## src/rtl/mcu_pkg.sv

```systemverilog
// Shared encodings for the multi-cycle control unit: opcodes, FSM states,
// writeback/ALU selects and per-class instruction latencies.
package mcu_pkg;

  localparam logic [7:0] OP_NOP   = 8'h00;
  localparam logic [7:0] OP_IRMOV = 8'h10;
  localparam logic [7:0] OP_ADD   = 8'h20;
  localparam logic [7:0] OP_SUB   = 8'h21;
  localparam logic [7:0] OP_LW    = 8'h40;
  localparam logic [7:0] OP_SW    = 8'h41;
  localparam logic [7:0] OP_HALT  = 8'hFF;

  typedef enum logic [2:0] {
    ST_IDLE,
    ST_FETCH,
    ST_DECODE,
    ST_EXEC,
    ST_MEM,
    ST_WB,
    ST_HALT
  } state_t;

  localparam logic [1:0] WB_ALU = 2'd0;
  localparam logic [1:0] WB_IMM = 2'd1;
  localparam logic [1:0] WB_MEM = 2'd2;

  localparam logic [1:0] ALU_ADD  = 2'd0;
  localparam logic [1:0] ALU_SUB  = 2'd1;
  localparam logic [1:0] ALU_ADDI = 2'd2;

  // Cycles from FETCH up to and including the retire cycle.
  localparam int LAT_NOP = 2;
  localparam int LAT_ALU = 4;
  localparam int LAT_SW  = 4;
  localparam int LAT_LW  = 5;

endpackage

```

## src/rtl/mc_control_unit_if.sv

```systemverilog
// Control-unit bus: run/instruction inputs plus datapath strobes.
// MCU_PERFCNT_EN adds the cycle_cnt/retire_cnt performance counters.
interface mc_control_unit_if #(
  parameter int ADDR_W = 9,
  parameter int REG_AW = 4
);
  logic              working;
  logic [31:0]       instr;
  logic [ADDR_W-1:0] pc;
  logic [31:0]       ir;
  logic [REG_AW-1:0] rf_raddr_a;
  logic [REG_AW-1:0] rf_raddr_b;
  logic [REG_AW-1:0] rf_waddr;
  logic              rf_we;
  logic [1:0]        wb_sel;
  logic [1:0]        alu_op;
  logic              dm_re;
  logic              dm_we;
  logic              busy;
  logic              halted;
  logic              illegal;
  logic              retire;
`ifdef MCU_PERFCNT_EN
  logic [31:0]       cycle_cnt;
  logic [31:0]       retire_cnt;

  modport master (
    input  working, instr,
    output pc, ir, rf_raddr_a, rf_raddr_b, rf_waddr, rf_we, wb_sel, alu_op,
           dm_re, dm_we, busy, halted, illegal, retire, cycle_cnt, retire_cnt
  );
  modport slave (
    output working, instr,
    input  pc, ir, rf_raddr_a, rf_raddr_b, rf_waddr, rf_we, wb_sel, alu_op,
           dm_re, dm_we, busy, halted, illegal, retire, cycle_cnt, retire_cnt
  );
`else
  modport master (
    input  working, instr,
    output pc, ir, rf_raddr_a, rf_raddr_b, rf_waddr, rf_we, wb_sel, alu_op,
           dm_re, dm_we, busy, halted, illegal, retire
  );
  modport slave (
    output working, instr,
    input  pc, ir, rf_raddr_a, rf_raddr_b, rf_waddr, rf_we, wb_sel, alu_op,
           dm_re, dm_we, busy, halted, illegal, retire
  );
`endif
endinterface

```

## src/rtl/mcu_decoder.sv

```systemverilog
// Opcode classifier for the latched IR; purely combinational.
module mcu_decoder
  import mcu_pkg::*;
(
  input  logic [7:0] opcode,
  output logic       is_nop,
  output logic       is_irmov,
  output logic       is_alu,
  output logic       is_lw,
  output logic       is_sw,
  output logic       is_halt,
  output logic       is_illegal,
  output logic       dest_sel
);

  always_comb begin
    is_nop     = 1'b0;
    is_irmov   = 1'b0;
    is_alu     = 1'b0;
    is_lw      = 1'b0;
    is_sw      = 1'b0;
    is_halt    = 1'b0;
    is_illegal = 1'b0;
    case (opcode)
      OP_NOP:         is_nop   = 1'b1;
      OP_IRMOV:       is_irmov = 1'b1;
      OP_ADD, OP_SUB: is_alu   = 1'b1;
      OP_LW:          is_lw    = 1'b1;
      OP_SW:          is_sw    = 1'b1;
      OP_HALT:        is_halt  = 1'b1;
      default:        is_illegal = 1'b1;
    endcase
    // IRMOV is the only class that writes rB rather than rA.
    dest_sel = is_irmov;
  end

endmodule

```

## src/rtl/mc_control_unit.sv

```systemverilog
// Multi-cycle sequencer: fetch, decode and strobe generation, one instruction at a time.
// Optional MCU_PERFCNT_EN adds busy-cycle and retire counters.
//
// state  | meaning
// IDLE   | stopped, pc held; leaves when working=1
// FETCH  | ir <= instr, pc <= pc+1
// DECODE | classify ir; NOP retires here, HALT/illegal go to HALT
// EXEC   | ALU phase (address generation for LW/SW)
// MEM    | data-memory access; SW retires here
// WB     | register-file write and retire
// HALT   | absorbing until rst_n
module mc_control_unit
  import mcu_pkg::*;
#(
  parameter int ADDR_W = 9,
  parameter int REG_AW = 4
) (
  input  logic clock,
  input  logic rst_n,
  mc_control_unit_if.master bus
);

  state_t            state_q, state_d;
  logic [ADDR_W-1:0] pc_q;
  logic [31:0]       ir_q;
  logic              illegal_q;

  logic is_nop, is_irmov, is_alu, is_lw, is_sw, is_halt, is_illegal, dest_sel;
  logic ir_load, illegal_set;
  logic rf_we, dm_re, dm_we, retire, busy;
  logic [1:0] wb_sel, alu_op, op_sel;
  logic [REG_AW-1:0] rf_waddr;
  state_t boundary;

  mcu_decoder u_decoder (
    .opcode     (ir_q[31:24]),
    .is_nop     (is_nop),
    .is_irmov   (is_irmov),
    .is_alu     (is_alu),
    .is_lw      (is_lw),
    .is_sw      (is_sw),
    .is_halt    (is_halt),
    .is_illegal (is_illegal),
    .dest_sel   (dest_sel)
  );

  always_ff @(posedge clock or negedge rst_n) begin
    if (!rst_n) begin
      state_q   <= ST_IDLE;
      pc_q      <= '0;
      ir_q      <= '0;
      illegal_q <= 1'b0;
    end else begin
      state_q <= state_d;
      if (ir_load) begin
        ir_q <= bus.instr;
        pc_q <= pc_q + ADDR_W'(1);
      end
      if (illegal_set) illegal_q <= 1'b1;
    end
  end

  // ADD and SUB differ only in opcode bit 0.
  always_comb begin
    op_sel = ALU_ADD;
    if (is_lw || is_sw)        op_sel = ALU_ADDI;
    else if (is_alu && ir_q[24]) op_sel = ALU_SUB;
  end

  always_comb begin
    state_d     = state_q;
    ir_load     = 1'b0;
    illegal_set = 1'b0;
    rf_we       = 1'b0;
    dm_re       = 1'b0;
    dm_we       = 1'b0;
    retire      = 1'b0;
    wb_sel      = WB_ALU;
    alu_op      = ALU_ADD;
    rf_waddr    = '0;
    boundary    = bus.working ? ST_FETCH : ST_IDLE;
    case (state_q)
      ST_IDLE: if (bus.working) state_d = ST_FETCH;
      ST_FETCH: begin
        ir_load = 1'b1;
        state_d = ST_DECODE;
      end
      ST_DECODE: begin
        if (is_nop) begin
          retire  = 1'b1;
          state_d = boundary;
        end else if (is_halt) begin
          state_d = ST_HALT;
        end else if (is_illegal) begin
          illegal_set = 1'b1;
          state_d     = ST_HALT;
        end else begin
          state_d = ST_EXEC;
        end
      end
      ST_EXEC: begin
        alu_op  = op_sel;
        state_d = (is_lw || is_sw) ? ST_MEM : ST_WB;
      end
      ST_MEM: begin
        alu_op = op_sel;
        if (is_lw) begin
          dm_re   = 1'b1;
          state_d = ST_WB;
        end else begin
          dm_we   = 1'b1;
          retire  = 1'b1;
          state_d = boundary;
        end
      end
      ST_WB: begin
        alu_op   = op_sel;
        rf_we    = 1'b1;
        rf_waddr = dest_sel ? REG_AW'(ir_q[19:16]) : REG_AW'(ir_q[23:20]);
        wb_sel   = is_irmov ? WB_IMM : (is_lw ? WB_MEM : WB_ALU);
        retire   = 1'b1;
        state_d  = boundary;
      end
      ST_HALT: state_d = ST_HALT;
      default: state_d = ST_IDLE;
    endcase
  end

  assign busy = (state_q != ST_IDLE) && (state_q != ST_HALT);

  assign bus.pc         = pc_q;
  assign bus.ir         = ir_q;
  assign bus.rf_raddr_a = REG_AW'(ir_q[23:20]);
  assign bus.rf_raddr_b = REG_AW'(ir_q[19:16]);
  assign bus.rf_waddr   = rf_waddr;
  assign bus.rf_we      = rf_we;
  assign bus.wb_sel     = wb_sel;
  assign bus.alu_op     = alu_op;
  assign bus.dm_re      = dm_re;
  assign bus.dm_we      = dm_we;
  assign bus.busy       = busy;
  assign bus.halted     = (state_q == ST_HALT);
  assign bus.illegal    = illegal_q;
  assign bus.retire     = retire;

`ifdef MCU_PERFCNT_EN
  logic [31:0] cycle_cnt_q, retire_cnt_q;

  always_ff @(posedge clock or negedge rst_n) begin
    if (!rst_n) begin
      cycle_cnt_q  <= '0;
      retire_cnt_q <= '0;
    end else begin
      cycle_cnt_q  <= cycle_cnt_q + 32'(busy);
      retire_cnt_q <= retire_cnt_q + 32'(retire);
    end
  end

  assign bus.cycle_cnt  = cycle_cnt_q;
  assign bus.retire_cnt = retire_cnt_q;
`endif

endmodule

```

## src/flat_wrapper.sv

```systemverilog
// flat-port wrapper written by rule: the top's interface ports become plain ports
module mc_control_unit_flat import mcu_pkg::*;
#(
  parameter int ADDR_W = 9,
  parameter int REG_AW = 4
)
  (clock, rst_n, bus_working, bus_instr, bus_pc, bus_ir, bus_rf_raddr_a, bus_rf_raddr_b, bus_rf_waddr, bus_rf_we, bus_wb_sel, bus_alu_op, bus_dm_re, bus_dm_we, bus_busy, bus_halted, bus_illegal, bus_retire);
  mc_control_unit_if #(.ADDR_W(ADDR_W), .REG_AW(REG_AW)) bus_i ();
  input  logic clock;
  input  logic rst_n;
  input wire logic [$bits(bus_i.working)-1:0] bus_working;
  input wire logic [$bits(bus_i.instr)-1:0] bus_instr;
  output wire logic [$bits(bus_i.pc)-1:0] bus_pc;
  output wire logic [$bits(bus_i.ir)-1:0] bus_ir;
  output wire logic [$bits(bus_i.rf_raddr_a)-1:0] bus_rf_raddr_a;
  output wire logic [$bits(bus_i.rf_raddr_b)-1:0] bus_rf_raddr_b;
  output wire logic [$bits(bus_i.rf_waddr)-1:0] bus_rf_waddr;
  output wire logic [$bits(bus_i.rf_we)-1:0] bus_rf_we;
  output wire logic [$bits(bus_i.wb_sel)-1:0] bus_wb_sel;
  output wire logic [$bits(bus_i.alu_op)-1:0] bus_alu_op;
  output wire logic [$bits(bus_i.dm_re)-1:0] bus_dm_re;
  output wire logic [$bits(bus_i.dm_we)-1:0] bus_dm_we;
  output wire logic [$bits(bus_i.busy)-1:0] bus_busy;
  output wire logic [$bits(bus_i.halted)-1:0] bus_halted;
  output wire logic [$bits(bus_i.illegal)-1:0] bus_illegal;
  output wire logic [$bits(bus_i.retire)-1:0] bus_retire;
  assign bus_i.working = bus_working;
  assign bus_i.instr = bus_instr;
  assign bus_pc = bus_i.pc;
  assign bus_ir = bus_i.ir;
  assign bus_rf_raddr_a = bus_i.rf_raddr_a;
  assign bus_rf_raddr_b = bus_i.rf_raddr_b;
  assign bus_rf_waddr = bus_i.rf_waddr;
  assign bus_rf_we = bus_i.rf_we;
  assign bus_wb_sel = bus_i.wb_sel;
  assign bus_alu_op = bus_i.alu_op;
  assign bus_dm_re = bus_i.dm_re;
  assign bus_dm_we = bus_i.dm_we;
  assign bus_busy = bus_i.busy;
  assign bus_halted = bus_i.halted;
  assign bus_illegal = bus_i.illegal;
  assign bus_retire = bus_i.retire;
  mc_control_unit #(.ADDR_W(ADDR_W), .REG_AW(REG_AW)) u_core (.clock(clock), .rst_n(rst_n), .bus(bus_i));
endmodule
```

## config.mk

```make
export PLATFORM = sky130hd
export DESIGN_NAME = mc_control_unit_flat
export DESIGN_NICKNAME = d
export VERILOG_FILES = /design/src/rtl/mcu_pkg.sv /design/src/rtl/mc_control_unit_if.sv /design/src/rtl/mcu_decoder.sv /design/src/rtl/mc_control_unit.sv /design/src/flat_wrapper.sv
export SDC_FILE = /design/constraint.sdc
export NUM_CORES = 1
export LEC_CHECK = 0
export ABC_AREA = 0
export BUFFER_PORTS_ARGS = -buffer_cell sky130_fd_sc_hd__buf_2
export CAP_MARGIN = 15
export CORE_ASPECT_RATIO = 1.1
export CORE_MARGIN = 4
export CORE_UTILIZATION = 42
export CTS_CLUSTER_SIZE = 40
export DETAILED_ROUTE_END_ITERATION = 7
export PLACE_DENSITY = 0.76
export SLEW_MARGIN = 20
export SYNTH_ARGS = -nofsm -noshare
export SYNTH_HDL_FRONTEND = slang
export SYNTH_SLANG_ARGS = --single-unit
```

## constraint.sdc

```tcl
create_clock -name clock -period 1.4 [get_ports clock]
set_input_delay 0 -clock clock [delete_from_list [all_inputs] [get_ports clock]]
set_output_delay 0 -clock clock [all_outputs]
set_load 0.03 [all_outputs]
```

==> impl_metrics.xml <==
<?xml version="1.0" encoding="UTF-8"?>
<metrics>
  <group name="timing">
    <metric name="final_worst_setup_slack" unit="ps">-433</metric>
    <metric name="worst_slew_slack_as_a_fraction_of_its_limit" unit="%">74.6</metric>
    <metric name="final.setup_skew" unit="ps">5.60</metric>
    <metric name="post-route-min-period" unit="ps">1830</metric>
    <metric name="setup_viol" unit="">55</metric>
    <metric name="min_period_over_period" unit="%">131</metric>
    <metric name="fmax_achieved" unit="MHz">546</metric>
    <metric name="tns" unit="ps">-8080</metric>
    <metric name="rsz_0062_raised_after_global_routing" unit="">true</metric>
    <metric name="finalHoldViolations" unit="">0</metric>
    <metric name="report.final.slew_viol_count" unit="">0</metric>
    <metric name="tightestPinTransition" unit="ps">380</metric>
  </group>
  <group name="cells_and_area">
    <metric name="layout-area-overhead-vs-synth" unit="%">90.2</metric>
    <metric name="final_layout_size_suffix_gt1_share" unit="%">67.7</metric>
    <metric name="finalNetCount" unit="">382</metric>
    <metric name="antenna_cells" unit="">0</metric>
    <metric name="fin_cells" unit="">403</metric>
    <metric name="final_util" unit="%">84.5</metric>
  </group>
  <group name="setup_path">
    <metric name="setup.worst_path.end_class" unit="">primary output</metric>
    <metric name="crit-reg2reg-capture" unit="">u_core.state_q[0]</metric>
    <metric name="worstSetupPathType" unit="">reg -&gt; out</metric>
    <metric name="path_max_fanout" unit="">2</metric>
    <metric name="r2r.worst_path.cells" unit="">6</metric>
    <metric name="regToRegSetupSlack" unit="ps">-310</metric>
    <metric name="cp_data_arrival_time" unit="ps">1830</metric>
    <metric name="crit_path_start_kind" unit="">register</metric>
    <metric name="cp.required" unit="ps">1400</metric>
    <metric name="r2r-start" unit="">u_core.bus.ir[24]</metric>
  </group>
  <group name="synthesis">
    <metric name="synth_area_per_cell" unit="um^2">12.5</metric>
    <metric name="yosys.area.top_type_share" unit="%">53.0</metric>
    <metric name="synthDominantAreaCellType" unit="">sky130_fd_sc_hd__dfrtp_1</metric>
    <metric name="syn-cell-area" unit="um^2">2120</metric>
    <metric name="synth-edff-count" unit="">0</metric>
    <metric name="commonest_register_cell_after_synthesis" unit="">sky130_fd_sc_hd__dfrtp_1</metric>
    <metric name="register_area_share_after_synthesis" unit="%">53.0</metric>
    <metric name="yosys-top-cells-count" unit="">45 x sky130_fd_sc_hd__dfrtp_1, 33 x sky130_fd_sc_hd__mux2_2, 15 x sky130_fd_sc_hd__nor2_1</metric>
    <metric name="synth.ff_latch_count" unit="">45</metric>
    <metric name="asyncSetResetFlopFracSynth" unit="%">100</metric>
    <metric name="syn_nets" unit="">206</metric>
    <metric name="synthesis.instances" unit="">170</metric>
    <metric name="yosysMostFrequentCell" unit="">sky130_fd_sc_hd__dfrtp_1</metric>
    <metric name="synthTopCellsByArea" unit="">sky130_fd_sc_hd__dfrtp_1 53%, sky130_fd_sc_hd__mux2_2 18%, sky130_fd_sc_hd__buf_4 3.9%, sky130_fd_sc_hd__mux2i_1 3.3%, sky130_fd_sc_hd__nor2_1 2.7%</metric>
    <metric name="synth.distinct_cells" unit="">36</metric>
    <metric name="yosysWarningCount" unit="">0</metric>
  </group>
  <group name="global_routing">
    <metric name="overflow" unit="">0</metric>
    <metric name="first_global_vias" unit="">2128</metric>
    <metric name="busiest_layer" unit="">met2</metric>
    <metric name="groute.layer.met3.usage" unit="%">4.36</metric>
    <metric name="antenna_found_initial" unit="">0</metric>
    <metric name="grt_util_met1" unit="%">23.9</metric>
    <metric name="global_route.usage.met2" unit="%">45.3</metric>
    <metric name="grt_start_max_net_pins" unit="">24</metric>
    <metric name="track_usage" unit="%">23.5</metric>
    <metric name="first_pass_grt_wire_length" unit="um">10600</metric>
  </group>
  <group name="run_status">
    <metric name="failing_checks" unit="">negative setup slack</metric>
    <metric name="run_status" unit="">finished with violations</metric>
  </group>
  <group name="floorplan">
    <metric name="rows" unit="">26</metric>
    <metric name="initial_core_util" unit="%">44.4</metric>
    <metric name="core-area" unit="um^2">4780</metric>
    <metric name="chipHeight" unit="um">82.6</metric>
    <metric name="io-pin-count" unit="">99</metric>
    <metric name="die_width" unit="um">75.8</metric>
    <metric name="die-area" unit="um^2">6260</metric>
  </group>
  <group name="cts">
    <metric name="worst_skew_pair.late_latency" unit="ps">290</metric>
    <metric name="clk_transition_reported_paths" unit="ps">80</metric>
    <metric name="cts_buffers" unit="">5</metric>
    <metric name="cts.path.max_buffers" unit="">2</metric>
    <metric name="cts.root.buffer_cell" unit="">sky130_fd_sc_hd__clkbuf_8</metric>
    <metric name="h_tree_depth" unit="">2</metric>
    <metric name="cts_tree" unit="">built</metric>
    <metric name="clock_sink_count" unit="">45</metric>
  </group>
  <group name="route">
    <metric name="wl_per_cell" unit="um">19.8</metric>
    <metric name="routed_wl" unit="um">7960</metric>
    <metric name="dr.pass1.iters" unit="">4</metric>
    <metric name="num_vias" unit="">2032</metric>
    <metric name="drc" unit="">0</metric>
    <metric name="drtAntennaViolNets" unit="">0</metric>
    <metric name="drt_first_iter_violations" unit="">94</metric>
    <metric name="vias_per_cell" unit="">5.04</metric>
  </group>
  <group name="hold_path">
    <metric name="hold_path.class" unit="">in -&gt; reg</metric>
    <metric name="min_path_cells" unit="">3</metric>
    <metric name="hp-start" unit="">bus_working</metric>
    <metric name="timing.hold.worst_endpoint" unit="">u_core.state_q[0]</metric>
  </group>
  <group name="place">
    <metric name="finalWeightedCongestion" unit="">0.870</metric>
    <metric name="placement.io_buffers" unit="">98</metric>
    <metric name="dp_hpwl" unit="um">4040</metric>
    <metric name="post-place-cells" unit="">340</metric>
  </group>
  <group name="power">
    <metric name="power-per-cell-area" unit="nW/um^2">2470</metric>
    <metric name="peakVddDrop" unit="mV">1.75</metric>
    <metric name="reported_leakage_power" unit="nW">2.00</metric>
  </group>
  <group name="flow_run">
    <metric name="cap_violations" unit="">0</metric>
  </group>
</metrics>
[worst max-delay path: stages, from the launching register on]
cell	delay [ps]
sky130_fd_sc_hd__dfrtp_2	430
sky130_fd_sc_hd__nor4_4	300
sky130_fd_sc_hd__buf_4	190
sky130_fd_sc_hd__buf_6	110
sky130_fd_sc_hd__nand2_4	50
sky130_fd_sc_hd__o21ai_2	200
sky130_fd_sc_hd__o31ai_4	100
sky130_fd_sc_hd__buf_6	150
[per-layer routing]
layer,share of wire [%],vias up
met5,0,-
met4,4.1,0
met3,3.9,25
met2,58,75
met1,33,989
li1,-,943
[worst max path at each step]
stage,start,to,cells after the start
global placement,u_core.bus.ir[26],bus_rf_waddr[0],5
CTS,u_core.bus.ir[24],bus_dm_re,7
finish,u_core.bus.ir[24],bus_retire,7
floorplan,u_core.bus.ir[26],bus_wb_sel[0],3
global route,u_core.bus.ir[24],bus_retire,7
detailed placement,u_core.bus.ir[26],bus_rf_waddr[1],5
[flip-flops by register name, summed over array words and instances (netlist names)]
signal,flops
u_core.bus.illegal,1
u_core.state_q,3
u_core.bus.ir,32
u_core.bus.pc,9
[layout make-up]
cell class                 count  area (um^2)
timing repair buffer         185         1490
clock inverter                 1         30.0
fill                         230          743
sequential                    45         1130
multi-input combinational    107         1220
inverter                       2         10.0
clock buffer                   7         86.3
tap                           56         70.1
[report_power, final]
| group | internal, W | switching [W] | total, W | leakage, nW |
|---|---|---|---|---|
| Sequential | 0.00192 | 0.000651 | 0.00257 | 0.534 |
| Clock | 0.000582 | 0.000416 | 0.000997 | 0.0585 |
| Combinational | 0.00302 | 0.00339 | 0.00641 | 1.41 |
[placed cells by master, fill, tap and decap left out, types with 4 or more instances in the layout]
| cell type | count |
|---|---|
| sky130_fd_sc_hd__buf_12 | 7 |
| sky130_fd_sc_hd__dfrtp_2 | 7 |
| sky130_fd_sc_hd__mux2i_1 | 7 |
| sky130_fd_sc_hd__nor2_4 | 5 |
| sky130_fd_sc_hd__buf_4 | 31 |
| sky130_fd_sc_hd__clkbuf_8 | 6 |
| sky130_fd_sc_hd__xnor2_1 | 4 |
| sky130_fd_sc_hd__dlygate4sd3_1 | 33 |
| sky130_fd_sc_hd__mux2_4 | 32 |
| sky130_fd_sc_hd__buf_6 | 27 |
| sky130_fd_sc_hd__buf_2 | 84 |
| sky130_fd_sc_hd__nor2_1 | 6 |
| sky130_fd_sc_hd__nor2_2 | 4 |
| sky130_fd_sc_hd__dfrtp_1 | 38 |
[what timing repair did]
action | CTS | global route
gates resized for setup | 62 | 37
pin swaps | 12 | 15
cloned | 2 | 0
hold buffers | 33 | 0
setup endpoints to repair | 37 | 57
setup buffers | 11 | 13
hold endpoints to repair | 77 | 0
[kinds of logic after synthesis]
| group | count (synthesis) | share of synthesized area, % |
|---|---|---|
| adders and majority gates | 1 | 0.589 |
| buffers and inverters | 18 | 5.30 |
| AOI/OAI and AO/OA | 12 | 3.77 |
| xor gates and xnor gates | 8 | 3.30 |
| and+or+nand+nor | 46 | 13.2 |
| DFF | 45 | 53.0 |
| muxes | 40 | 20.8 |
[metrics by stage]
step                      total power (W)  hold slack (ps)  setup WS, ps  area, um^2
final                             0.00997              137          -433        4040
after CTS                         0.00932             33.8          -361        3830
after global routing               0.0104              125          -509        4040
after detailed placement          0.00749            -58.9          -117        3030
after global placement            0.00742            -68.5         -86.4        3030
after floorplan                   0.00599             -296          -212        2300
(Power assumes the default switching activity.)
